--- src/rtl/sudoku_uart.sv ---
// rtl/sudoku_uart.sv - Wishbone 8N1 UART for the Sudoku accelerator serial link
// Optional SUDOKU_UART_RX_FIFO_EN selects an RX_DEPTH-entry receive FIFO instead of a holding register.
module sudoku_uart #(
  parameter logic [31:0] BASE_ADDR   = 32'h3000_0100,
  parameter logic [15:0] DEFAULT_DIV = 16'd867,
  parameter int          RX_DEPTH    = 8
) (
  input  logic        wb_clk_i,
  input  logic        wb_rst_ni,
  input  logic        wb_cyc_i,
  input  logic        wb_stb_i,
  input  logic        wb_we_i,
  input  logic [31:0] wb_adr_i,
  input  logic [31:0] wb_dat_i,
  input  logic [3:0]  wb_sel_i,
  output logic [31:0] wb_dat_o,
  output logic        wb_ack_o,
  input  logic        ser_rx,
  output logic        ser_tx,
  output logic        ser_tx_oeb,
  output logic        irq
);
  localparam logic [1:0] S_IDLE  = 2'd0;
  localparam logic [1:0] S_START = 2'd1;
  localparam logic [1:0] S_DATA  = 2'd2;
  localparam logic [1:0] S_STOP  = 2'd3;

  logic [15:0] div, div_new;
  logic [1:0]  irq_en;
  logic        rx_overrun, frame_err;
  logic        req, req_q, hit;
  logic        wr_data, wr_status, wr_div, wr_irqen, rd_data;
  logic        rx_valid, rx_full, rx_push, rx_pop, rx_ferr;
  logic [7:0]  rx_head, rx_byte;
  logic [31:0] rdata;
  logic        unused_bits;

  logic [1:0]  tx_state;
  logic [15:0] tx_div, tx_cnt;
  logic [2:0]  tx_bit;
  logic [7:0]  tx_shift;
  logic        tx_line, tx_busy;

  logic        rx_s1, rx_s2, rx_prev;
  logic [1:0]  rx_state;
  logic [15:0] rx_div, rx_cnt, rx_half;
  logic [2:0]  rx_bit;
  logic [7:0]  rx_shift;

  assign ser_tx_oeb  = 1'b0;
  assign unused_bits = ^{wb_dat_i[31:16], wb_adr_i[1:0], wb_sel_i[3:2], (RX_DEPTH > 1)};

  // One ack per strobe assertion: a held strobe is only seen as new once.
  assign req       = wb_cyc_i & wb_stb_i & (wb_adr_i[31:4] == BASE_ADDR[31:4]);
  assign hit       = req & ~req_q;
  assign wr_data   = hit & wb_we_i & (wb_adr_i[3:2] == 2'd0) & wb_sel_i[0];
  assign wr_status = hit & wb_we_i & (wb_adr_i[3:2] == 2'd1) & wb_sel_i[0];
  assign wr_div    = hit & wb_we_i & (wb_adr_i[3:2] == 2'd2);
  assign wr_irqen  = hit & wb_we_i & (wb_adr_i[3:2] == 2'd3) & wb_sel_i[0];
  assign rd_data   = hit & ~wb_we_i & (wb_adr_i[3:2] == 2'd0);
  assign rx_pop    = rd_data & rx_valid;
  assign div_new   = {wb_sel_i[1] ? wb_dat_i[15:8] : div[15:8],
                      wb_sel_i[0] ? wb_dat_i[7:0]  : div[7:0]};

  always_comb begin
    rdata = 32'd0;
    case (wb_adr_i[3:2])
      2'd0:    rdata = {24'd0, rx_valid ? rx_head : 8'd0};
      2'd1:    rdata = {27'd0, frame_err, rx_overrun, tx_busy, rx_full, rx_valid};
      2'd2:    rdata = {16'd0, div};
      default: rdata = {30'd0, irq_en};
    endcase
  end

  always_ff @(posedge wb_clk_i or negedge wb_rst_ni) begin
    if (!wb_rst_ni) begin
      req_q    <= 1'b0;
      wb_ack_o <= 1'b0;
      wb_dat_o <= 32'd0;
    end else begin
      req_q    <= req;
      wb_ack_o <= hit;
      wb_dat_o <= (hit & ~wb_we_i) ? rdata : 32'd0;
    end
  end

  always_ff @(posedge wb_clk_i or negedge wb_rst_ni) begin
    if (!wb_rst_ni) begin
      div        <= DEFAULT_DIV;
      irq_en     <= 2'b00;
      rx_overrun <= 1'b0;
      frame_err  <= 1'b0;
      irq        <= 1'b0;
    end else begin
      if (wr_div) div <= (div_new < 16'd3) ? 16'd3 : div_new;
      if (wr_irqen) irq_en <= wb_dat_i[1:0];
      if (wr_status & wb_dat_i[3]) rx_overrun <= 1'b0;
      if (wr_status & wb_dat_i[4]) frame_err <= 1'b0;
      if (rx_push & rx_full & ~rx_pop) rx_overrun <= 1'b1;
      if (rx_ferr) frame_err <= 1'b1;
      irq <= (irq_en[0] & rx_valid) | (irq_en[1] & ~tx_busy);
    end
  end

  // Transmitter: ser_tx is registered, so the line trails the state by one clock.
  assign tx_busy = (tx_state != S_IDLE);

  always_comb begin
    tx_line = 1'b1;
    case (tx_state)
      S_START: tx_line = 1'b0;
      S_DATA:  tx_line = tx_shift[0];
      default: tx_line = 1'b1;
    endcase
  end

  always_ff @(posedge wb_clk_i or negedge wb_rst_ni) begin
    if (!wb_rst_ni) begin
      tx_state <= S_IDLE;
      tx_div   <= 16'd0;
      tx_cnt   <= 16'd0;
      tx_bit   <= 3'd0;
      tx_shift <= 8'd0;
      ser_tx   <= 1'b1;
    end else begin
      ser_tx <= tx_line;
      if (tx_state == S_IDLE) begin
        if (wr_data) begin
          tx_state <= S_START;
          tx_div   <= div;
          tx_cnt   <= 16'd0;
          tx_bit   <= 3'd0;
          tx_shift <= wb_dat_i[7:0];
        end
      end else if (tx_cnt != tx_div) begin
        tx_cnt <= tx_cnt + 16'd1;
      end else begin
        tx_cnt <= 16'd0;
        case (tx_state)
          S_START: tx_state <= S_DATA;
          S_DATA: begin
            tx_shift <= {1'b0, tx_shift[7:1]};
            tx_bit   <= tx_bit + 3'd1;
            if (tx_bit == 3'd7) tx_state <= S_STOP;
          end
          default: tx_state <= S_IDLE;
        endcase
      end
    end
  end

  // Receiver: a frame error returns to IDLE directly; a new start needs a fresh high->low edge.
  assign rx_half = (rx_div >> 1) + {15'd0, rx_div[0]};

  always_ff @(posedge wb_clk_i or negedge wb_rst_ni) begin
    if (!wb_rst_ni) begin
      rx_s1    <= 1'b1;
      rx_s2    <= 1'b1;
      rx_prev  <= 1'b1;
      rx_state <= S_IDLE;
      rx_div   <= 16'd0;
      rx_cnt   <= 16'd0;
      rx_bit   <= 3'd0;
      rx_shift <= 8'd0;
      rx_byte  <= 8'd0;
      rx_push  <= 1'b0;
      rx_ferr  <= 1'b0;
    end else begin
      rx_s1   <= ser_rx;
      rx_s2   <= rx_s1;
      rx_prev <= rx_s2;
      rx_push <= 1'b0;
      rx_ferr <= 1'b0;
      case (rx_state)
        S_IDLE: if (rx_prev & ~rx_s2) begin
          rx_state <= S_START;
          rx_div   <= div;
          rx_cnt   <= 16'd1;
        end
        S_START: if (rx_cnt == rx_half - 16'd1) begin
          rx_cnt   <= 16'd0;
          rx_bit   <= 3'd0;
          rx_state <= rx_s2 ? S_IDLE : S_DATA;
        end else rx_cnt <= rx_cnt + 16'd1;
        S_DATA: if (rx_cnt == rx_div) begin
          rx_cnt   <= 16'd0;
          rx_shift <= {rx_s2, rx_shift[7:1]};
          rx_bit   <= rx_bit + 3'd1;
          if (rx_bit == 3'd7) rx_state <= S_STOP;
        end else rx_cnt <= rx_cnt + 16'd1;
        default: if (rx_cnt == rx_div) begin
          rx_state <= S_IDLE;
          if (rx_s2) begin
            rx_push <= 1'b1;
            rx_byte <= rx_shift;
          end else rx_ferr <= 1'b1;
        end else rx_cnt <= rx_cnt + 16'd1;
      endcase
    end
  end

`ifdef SUDOKU_UART_RX_FIFO_EN
  localparam int AW = $clog2(RX_DEPTH);
  logic [7:0]  rx_mem [RX_DEPTH];
  logic [AW:0] wr_ptr, rd_ptr;
  logic        fifo_wr;

  assign rx_valid = (wr_ptr != rd_ptr);
  assign rx_full  = ((wr_ptr ^ rd_ptr) == {1'b1, {AW{1'b0}}});
  assign rx_head  = rx_mem[rd_ptr[AW-1:0]];
  assign fifo_wr  = rx_push & (~rx_full | rx_pop);

  always_ff @(posedge wb_clk_i) begin
    if (fifo_wr) rx_mem[wr_ptr[AW-1:0]] <= rx_byte;
  end

  always_ff @(posedge wb_clk_i or negedge wb_rst_ni) begin
    if (!wb_rst_ni) begin
      wr_ptr <= '0;
      rd_ptr <= '0;
    end else begin
      if (rx_pop) rd_ptr <= rd_ptr + {{AW{1'b0}}, 1'b1};
      if (fifo_wr) wr_ptr <= wr_ptr + {{AW{1'b0}}, 1'b1};
    end
  end
`else
  logic [7:0] rx_hold;
  logic       rx_hold_v;

  assign rx_valid = rx_hold_v;
  assign rx_full  = rx_hold_v;
  assign rx_head  = rx_hold;

  always_ff @(posedge wb_clk_i or negedge wb_rst_ni) begin
    if (!wb_rst_ni) begin
      rx_hold   <= 8'd0;
      rx_hold_v <= 1'b0;
    end else if (rx_push & (~rx_hold_v | rx_pop)) begin
      rx_hold   <= rx_byte;
      rx_hold_v <= 1'b1;
    end else if (rx_pop) begin
      rx_hold_v <= 1'b0;
    end
  end
`endif

endmodule

--- config.mk ---
export PLATFORM = sky130hd
export DESIGN_NAME = sudoku_uart
export DESIGN_NICKNAME = d
export VERILOG_FILES = /design/src/rtl/sudoku_uart.sv
export SDC_FILE = /design/constraint.sdc
export NUM_CORES = 1
export LEC_CHECK = 0
export BUFFER_PORTS_ARGS = -buffer_cell sky130_fd_sc_hd__buf_2
export CAP_MARGIN = 0
export CORE_ASPECT_RATIO = 0.75
export CORE_UTILIZATION = 40
export CTS_BUF_LIST = sky130_fd_sc_hd__clkbuf_2
export CTS_CLUSTER_SIZE = 12
export DETAILED_ROUTE_END_ITERATION = 16
export PLACE_DENSITY = 0.71
export SLEW_MARGIN = 20
export SYNTH_ARGS = -nofsm -noshare
export SYNTH_HDL_FRONTEND = slang
export SYNTH_SLANG_ARGS = --single-unit
--- constraint.sdc ---
create_clock -name wb_clk_i -period 8.1 [get_ports wb_clk_i]
set_clock_uncertainty 0.2 [all_clocks]
set_input_delay 1.215 -clock wb_clk_i [delete_from_list [all_inputs] [get_ports wb_clk_i]]
set_output_delay 1.215 -clock wb_clk_i [all_outputs]
set_load 0.05 [all_outputs]
# Word-level counts from Yosys, hierarchy flattened
# Index checks and enable logic that the tools add are counted.
dict set report word_totals {
  ff_bits 168
  inputBits 74
  word_cells 156
}
dict set report op_classes {
  n_addsub 6
  order_cmp 1
  n_eq_ne 21
  muxes 50
  n_bitwise 31
  reduce_logical 20
}
# cell n
set ops {}
lappend ops {{2-to-1 mux 16 bit} 8}
lappend ops {{one-hot mux 16 bit (3 select lines)} 2}
lappend ops {{2-to-1 mux 8 bit} 7}
lappend ops {{adder 16 x 1 -> 16 bit (second input constant)} 2}
lappend ops {{equality test 16 bit} 2}
lappend ops {{2-to-1 mux 32 bit} 1}
lappend ops {{equality test 28 x 26 -> 1 bit (second input constant)} 1}
lappend ops {{AND 1 bit} 22}
lappend ops {{2-to-1 mux 2 bit} 10}
lappend ops {{2-to-1 mux 3 bit} 6}
lappend ops {{adder 15 x 1 -> 16 bit} 1}
lappend ops {{< comparator 16 x 2 -> 1 bit (second input constant)} 1}
lappend ops {{inequality test 16 bit} 1}
lappend ops {{subtractor 16 x 1 -> 16 bit (second input constant)} 1}
lappend ops {{2-to-1 mux 1 bit} 12}
lappend ops {{inequality test 2 bit (second input constant)} 6}
lappend ops {{AND reduction 3 bit} 4}
lappend ops {{nonzero test 2 bit} 6}
lappend ops {{equality test 2 bit (second input constant)} 4}
lappend ops {{AND reduction 2 bit} 4}
lappend ops {{inverter 1 bit} 7}
lappend ops {{adder 3 x 1 -> 3 bit (second input constant)} 2}
lappend ops {{equality test 2 x 1 -> 1 bit (second input constant)} 3}
lappend ops {{equality test 3 bit (second input constant)} 2}
lappend ops {{other kinds (11)} 14}

# Depth between registers and ports, before layout
# Gate-level depths: netlist (run 1).
dict set report logic_depth {
  depth_word 9
  ltp_mapped 11
  mapped_depth_nobuf 10
}

# Least setup slack after synthesis (run 1)
# Ideal clock, no wire load.
dict set report synth_path {
  path_kind {input port to flip-flop}
  startpoint {input port wb_adr_i[16]}
  endpoint {register rx_hold[0] (netlist: rx_head[0])}
  setup_ns 0.125
  t_arrival_ns 3.074
  required_time_ns 7.775
  slack_ns 4.701
  stages 7
  path_buffers 0
  cell_sequence {nor4b_1 nand4_1 nor3_4 or3b_2 o21ai_2 nand2_2 mux2_2}
}
dict set report synth_between {
  elab_chain_len 8
}
# item line_no
set synth_lines {}
lappend synth_lines {{start, declared} 13} ;# input logic [31:0] wb_adr_i,
lappend synth_lines {{equality test 28 x 26 -> 1 bit} 54} ;# assign req = wb_cyc_i & wb_stb_i & (wb_adr_i[31:4] == BASE_ADDR[31:4]);
lappend synth_lines {{AND 1 bit} 54}
lappend synth_lines {{AND 1 bit} 55} ;# assign hit = req & ~req_q;
lappend synth_lines {{via hit} 31} ;# logic req, req_q, hit;
lappend synth_lines {{AND 1 bit (2 in a row)} 60} ;# assign rd_data = hit & ~wb_we_i & (wb_adr_i[3:2] == 2'd0);
lappend synth_lines {{AND 1 bit} 61} ;# assign rx_pop = rd_data & rx_valid;
lappend synth_lines {{OR 1 bit} 238} ;# end else if (rx_push & (~rx_hold_v | rx_pop)) begin
lappend synth_lines {{AND 1 bit} 238}
lappend synth_lines {{end signal, assigned} 239} ;# rx_hold <= rx_byte;
lappend synth_lines {{end, declared} 227} ;# logic [7:0] rx_hold;
# The timed path passes the listed nets, and every way through them passes these cells.
# A chain may end at the register's enable or synchronous reset.

# Worst setup path in the final report (run 1)
dict set report layout_path {
  startpoint {register rx_div[0]}
  endpoint {register rx_bit[0]}
}
dict set report layout_between {
  elab_chain_len 5
}
# item line_no
set layout_lines {}
lappend layout_lines {{start, declared} 46} ;# logic [15:0] rx_div, rx_cnt, rx_half;
lappend layout_lines {{start signal, assigned} 177} ;# rx_div <= div;
lappend layout_lines {{adder 15 x 1 -> 16 bit} 153} ;# assign rx_half = (rx_div >> 1) + {15'd0, rx_div[0]};
lappend layout_lines {{subtractor 16 x 1 -> 16 bit} 180} ;# S_START: if (rx_cnt == rx_half - 16'd1) begin
lappend layout_lines {{equality test 16 bit} 180}
lappend layout_lines {{inequality test 2 bit (no line)} n/a}
lappend layout_lines {{AND reduction 3 bit (no line) *} n/a}
lappend layout_lines {{end signal, assigned} 188} ;# rx_bit <= rx_bit + 3'd1;
lappend layout_lines {{end, declared} 47} ;# logic [2:0] rx_bit;
# Every way passes the cells marked *; elsewhere a longest branch is shown, timed or not.

==> key figures, run 1 <==
Global route
  – Initial antenna violation count: 0
  – All-Layer GR Usage: between 15 and 20%
  – Largest net degree at the start of global routing: 100
  – Global-route wire length before repair: 26.7 mm
  – Via count of the first global-routing pass: about 5.2k
  – Total gr overflow: 0

Timing
  – Setup total negative slack: 0 ns
  – Slew margin rel.: between 30% and 40%
  – Setup violators final: 0
  – Post-route minimum period: 3.86 ns
  – Measured slew at the worst slew-check pin: 1.00 ns
  – Final WS setup: approximately 4.2 ns
  – Slew Limit Fails: 0
  – Fin. Hold Viols: 0
  – Unrepaired setup endpoints after global routing: no
  – Fmax: between 200 and 300 MHz
  – Fin crit share: 47.6%

Logic synthesis
  – Commonest cells in the synthesized netlist: dfrtp_1 (142), mux2_2 (69), nand2_1 (55)
  – Count leader, synth: dfrtp_1
  – Ys flop type: dfrtp_1
  – Post-Synthesis Cells: between 700 and 800
  – Mapped cell area: a little under 8000 um^2
  – Dominant cell type by area after synthesis: dfrtp_1
  – Top post-synthesis cells by area: dfrtp_1 (46%), mux2_2 (10%), xor2_1 (3.8%)
  – Synth warn: 0
  – Seq/Total Area, Yosys: about half
  – #FFs+latches synth: approximately 150
  – Distinct cells, synth: between 60 and 70
  – Syn avg cell area: between 10 and 15 um^2
  – Fraction of registers with async set/reset: 100%
  – Yosys top cell area share: 45.8%
  – Number of flops mapped to enable cells by yosys: 0

Place
  – Place WS: between 4 and 5 ns
  – Final HPWL DP: roughly 11 mm
  – Placed cell areas: around 8200 um^2
  – Placed cells: 997
  – Port Buffers: 72
  – GPL Wtd Cong: slightly above 0.8

Cells and area
  – Net count, final: approximately 850
  – Post-Layout Cell Count: around 1.0k
  – P&R area growth vs syn: 9.12%
  – Final Cell Area: approximately 8500 um^2
  – Ant diodes: 0
  – Layout cell share with drive strength beyond 1: 27.2%

CTS
  – H-tree levels: 4
  – Root Driver: clkbuf_2
  – Total CTS buffers: 17
  – Hold-fix buffers, CTS: 0
  – Bufs on Longest Clock Path: 2
  – Post-CTS sizing: 0
  – Post-CTS setup buffer count: 0
  – Worst-path clk slew: approximately 0.27 ns
  – CTS tree: yes
  – CTS Sinks: approximately 150
  – Worst-Skew Late Latency: ~0.7 ns

Die
  – Cell row count: 43
  – Initial core utilization: 41.4%
  – Core ar.: ~19000 um^2
  – Die Ht: approximately 120 um
  – Die outline area: roughly 20000 um^2
  – Ports: between 100 and 150
  – Die width: ~160 um

Route
  – Initial DRC count: around 360
  – Vias: roughly 5.5k
  – DR WL/cell: 15.5 um
  – Via density: around 5.3
  – WL final: between 15 and 20 mm
  – DR DRC count: 0
  – Final ANT Viol Nets: 0
  – Pre-Repair DR Iteration Count: 5

Power and ir drop
  – PD cells: slightly below 200 nW/um^2
  – Sw power: roughly 570 uW
  – Power consumption: between 1.5 and 2 mW
  – VDD IR max: 0.0824 mV
  – P_int: around 1.1 mW
  – Clk pwr share: between 20% and 30%
  – Net Sw Frac: between 30% and 40%
  – Pleak: ~4.1 nW
  – Comb power frac: a little over a fifth
  – Sequential power share: 51.3%

Setup path
  – Critical Path Source Type: register
  – Critical Path AT: roughly 4.3 ns
  – Worst Setup Path Type: register to register
  – Worst setup EP type: register
  – Critical Path Fanout Max: 18
  – Worst Path Required: between 8 and 9 ns

Run
  – Max Cap Viol: 0

Outcome
  – Status: finished, final reports clean

Hold path
  – Worst Hold Class: register to register
stage by stage:
stage          hold WS (ns)  util, %
3_3_place_gp          0.147     43.8
6_report              0.177     45.2
3_5_place_dp          0.148     43.8
2_1_floorplan         0.145        -
4_1_cts               0.179     45.2
5_1_grt               0.184     45.2
registers in the layout, indices dropped and copies added, names as in the netlist, 3 cells and up:
register / flops
rx_cnt: 16
tx_div: 16
rx_head: 8
tx_shift: 8
rx_shift: 8
rx_bit: 3
tx_bit: 3
tx_cnt: 16
rx_byte: 8
div: 16
rx_div: 16
wb_dat_o: 16
routing by layer:
layer,track usage (%),wire length [um],vias up
li1,-,-,2595
met3,2.91,789,12
met4,4.56,107,0
met2,24.5,6730,157
met5,0,0,-
met1,26.1,8280,2710
placed cells by master (no fill, tap or decap), types with 13 or more instances in the layout:
cell and count:
clkbuf_2 17, and3_1 13, conb_1 17, nor2_1 41, nand4_1 14, nor4_1 14
mux2_2 69, xnor2_1 33, nand2_1 55, dfrtp_1 142, xor2_1 34, inv_1 14
nand3_1 26, buf_2 71, o21ai_0 41
worst paths after layout:
check,from,end,slack (ns),depth (start not counted)
max,rx_div[0]$_DFFE_PN0P_,rx_bit[0]$_DFFE_PN0P_,4.24,10
min,rx_s1$_DFF_PN1_,rx_s2$_DFF_PN1_,0.18,0
max reg2reg,rx_div[0]$_DFFE_PN0P_,rx_bit[0]$_DFFE_PN0P_,4.24,10
min reg2reg,rx_s1$_DFF_PN1_,rx_s2$_DFF_PN1_,0.18,0
max in group asynchronous,wb_rst_ni,tx_div[9]$_DFFE_PN0P_,6.07,2
min in group asynchronous,wb_rst_ni,rx_byte[5]$_DFFE_PN0P_,0.36,1
power groups by stage:
stage | logic, mW | registers [mW] | clock network (mW)
after floorplan | 0.304 | 0.843 | 0
after global placement | 0.349 | 0.874 | 0
after detailed placement | 0.358 | 0.877 | 0
after CTS | 0.360 | 0.863 | 0.474
after global routing | 0.402 | 0.872 | 0.508
final | 0.361 | 0.863 | 0.458
final cells by class:
class                   count  area (um^2)
inverters                  14         52.6
well taps                 247          309
multi-input cells         509         3620
fillers                  1768        10300
clock inverters            15          181
flip-flops and latches    152         3820
clock buffers              17         85.1
repair buffers             75          389
cell families after synthesis:
family / count (synthesis) / synth area share [%]
flip-flops: 152 / 49.2
other: 1 / 0.0484
AO/OA/AOI/OAI: 92 / 7.25
buffers and inverters: 64 / 4.84
multiplexers: 81 / 11.6
XOR/XNOR: 67 / 7.57
AND/OR/NAND/NOR: 241 / 17.7
adder cells (fa/ha/maj): 11 / 1.78
critical path, stage by stage, from the launching register on:
cell	delay, ns
dfrtp_1	0.44
inv_1	0.08
ha_1	0.19
ha_1	0.27
nor4b_4	0.43
nand3_1	0.16
xnor2_1	0.22
nand4_1	0.13
or4_4	0.61
nor3_4	0.83
o21ai_0	0.20
No activity file was read; power rests on OpenSTA's default activity.
==> inputs of run 2 (changes only) <==
- clock period: 8.1 -> 4.03 ns (I/O delays scaled with it)
==> key figures, run 2 (same netlist as run 1, synthesis figures left out) <==
Outcome
  – Status: finished, final reports clean

Power and ir drop
  – Net Sw Frac: 35.7% (+1.6 points)
  – Comb power frac: 22.3% (+0.9 points)
  – Power consumption: 3.32 mW (+97%)
  – P_int: 2.14 mW (+93%)
  – Sw power: 1.18 mW (+110%)
  – PD cells: 380 nW/um^2 (+91%)
  – Sequential power share: 52.3% (+1.0 points)
  – Clk pwr share: 25.3% (-1.9 points)
  – Pleak: 4.18 nW (+3.1%)
  – VDD IR max: 0.165 mV (+100%)

Run
  – Max Cap Viol: 0 (unchanged)

Timing
  – Measured slew at the worst slew-check pin: 0.763 ns (-0.238 ns)
  – Unrepaired setup endpoints after global routing: no
  – Slew Limit Fails: 0 (unchanged)
  – Post-route minimum period: between 3 and 4 ns
  – Fin crit share: 92.0%
  – Setup total negative slack: 0 ns (unchanged)
  – Slew margin rel.: 48.8% (+16 points)
  – Fin. Hold Viols: 0 (unchanged)
  – Setup violators final: 0 (unchanged)
  – Fmax: between 200 and 300 MHz

Global route
  – Global-route wire length before repair: 27.7 mm (+3.8%)
  – Largest net degree at the start of global routing: 80 (-20%)
  – Via count of the first global-routing pass: 5487 (+5.7%)
  – Initial antenna violation count: 0 (unchanged)
  – Total gr overflow: 0 (unchanged)
  – All-Layer GR Usage: 17.7% (+0.66 points)

Place
  – GPL Wtd Cong: 0.813 (-0.78%)
  – Port Buffers: 72 (unchanged)
  – Placed cell areas: 8240 um^2 (+0.61%)
  – Final HPWL DP: 11.4 mm (+0.68%)

CTS
  – H-tree levels: 4 (unchanged)
  – Post-CTS setup buffer count: 0 (unchanged)
  – Worst-Skew Late Latency: 0.72 ns (+0.02 ns)
  – CTS Sinks: 152 (unchanged)
  – CTS tree: yes
  – Worst-path clk slew: 0.24 ns (-0.03 ns)
  – Total CTS buffers: 17 (unchanged)
  – Bufs on Longest Clock Path: 2 (unchanged)
  – Post-CTS sizing: 0 (unchanged)
  – Root Driver: clkbuf_2

Setup path
  – Critical Path Fanout Max: 8 (-10)
  – Worst setup EP type: register
  – R2r endpoint: rx_cnt[7]$_DFFE_PN0P_
  – Critical Path Source Type: input pin
  – Worst Path Required: 4.46 ns (-4.03 ns)
  – Critical Path AT: 4.14 ns (-0.11 ns)
  – R2r setup slk: 0.44 ns (-3.80 ns)
  – Worst reg2reg path depth: 11 (+1)
  – RR Startpoint: rx_div[1]$_DFFE_PN0P_
  – Worst Setup Path Type: input pin to register

Route
  – Vias: 5561 (+1.6%)
  – Via density: 5.25 (-1.4%)
  – DR WL/cell: 15.4 um (-0.23%)
  – Initial DRC count: 354 (-2.2%)
  – WL final: 16.4 mm (+2.8%)
  – Pre-Repair DR Iteration Count: 4 (-1)
  – Final ANT Viol Nets: 0 (unchanged)
  – DR DRC count: 0 (unchanged)

Die
  – Ports: 110 (unchanged)
  – Die outline area: 19900 um^2 (unchanged)
  – Cell row count: 43 (unchanged)
  – Die width: 163 um (unchanged)
  – Initial core utilization: 41.4% (unchanged)
  – Core ar.: 18700 um^2 (unchanged)
  – Die Ht: 123 um (unchanged)

Hold path
  – Hold path depth: 3 (+3)
  – Hold path start: wb_adr_i[2]
  – Hold Path End: wb_dat_o[0]$_DFF_PN0_
  – Worst Hold Class: input pin to register

Cells and area
  – Final Cell Area: 8730 um^2 (+3.3%)
  – Layout cell share with drive strength beyond 1: 26.8% (-0.42 points)
  – Most common cell after layout, fill and taps aside: dfrtp_1
  – Net count, final: 885 (+3.6%)
  – P&R area growth vs syn: 12.7%
  – Commonest cells after routing, fill and taps aside: dfrtp_1 (142), buf_2 (71), mux2_2 (69), nand2_1 (55)
  – Ant diodes: 0 (unchanged)
  – Filler instances: 1754 (-0.79%)
-- run 2: cell types whose count changed in the layout (fill, tap and decap cells not counted) --
cell,delta
clkinvlp_4,+1
clkinv_4,-2
buf_12,+1
bufinv_16,-2
inv_8,+4
inv_6,-1
dlygate4sd3_1,+26
buf_4,+4
-- run 2: worst max path at each step --
stage / start / to / slack [ns] / depth (start not counted)
6_report: wb_adr_i[21] / div[10]$_DFFE_PN0P_ / 0.32 / 10
5_1_grt: rx_div[1]$_DFFE_PN0P_ / rx_cnt[5]$_DFFE_PN0P_ / 0.20 / 11
4_1_cts: rx_div[1]$_DFFE_PN0P_ / rx_cnt[4]$_DFFE_PN0P_ / 0.46 / 11
3_5_place_dp: rx_div[1]$_DFFE_PN0P_ / rx_cnt[4]$_DFFE_PN0P_ / 0.56 / 11
3_3_place_gp: rx_div[0]$_DFFE_PN0P_ / rx_cnt[2]$_DFFE_PN0P_ / 0.63 / 11
2_1_floorplan: rx_div[0]$_DFFE_PN0P_ / rx_cnt[10]$_DFFE_PN0P_ / 1.09 / 11
-- run 2: area by class of cell --
type                       instances  area (um^2)  share of cell area (%)
sequential                       152         3820                    43.7
multi-input combinational        509         3620                    41.5
timing repair buffer             106          699                    8.01
tap                              247          309                    3.54
clock inverter                    15          148                    1.69
clock buffer                      17         85.1                   0.974
inverter                          14         52.6                   0.602
-- run 2: metal layers --
layer / up-vias / routed length (um) / share of wire (%) / global-route usage (%)
met5: - / 0 / 0 / 0
met4: 0 / 113 / 0.69 / 4.03
met3: 11 / 871 / 5.3 / 4.09
met2: 170 / 7050 / 43 / 26.1
met1: 2727 / 8320 / 51 / 26.1
li1: 2653 / - / - / -
-- run 2: worst max-delay path, cell delays in order --
cell           delay (ns)
dlygate4sd3_1        0.55
buf_2                0.12
nor4_1               0.23
dlygate4sd3_1        0.59
nand4_1              0.19
nor3_4               0.40
nand2_1              0.09
nor3_1               0.60
nand2_1              0.39
mux2_2               0.37
-- run 2: through the flow --
step	hold slack (ns)	instances	util, %	setup WS (ns)
global route	0.0372	1060	46.7	0.204
CTS	0.0104	1057	46.5	0.455
floorplan	0.109	725	-	1.09
global placement	0.147	1002	44.0	0.635
finish	0.109	1060	46.7	0.322
detailed placement	0.147	1002	44.0	0.560
-- run 2: power by group through the flow --
stage	logic, mW	clock network, mW	registers, mW
floorplan	0.611	0	1.69
global placement	0.699	0	1.76
detailed placement	0.714	0	1.77
CTS	0.740	0.873	1.74
global route	0.833	0.943	1.76
finish	0.741	0.841	1.74
-- run 2: repair_timing --
item	in CTS	in global routing
endpoints found under the setup margin	0	0
endpoints found under the hold margin	101	1
hold buffers	23	3
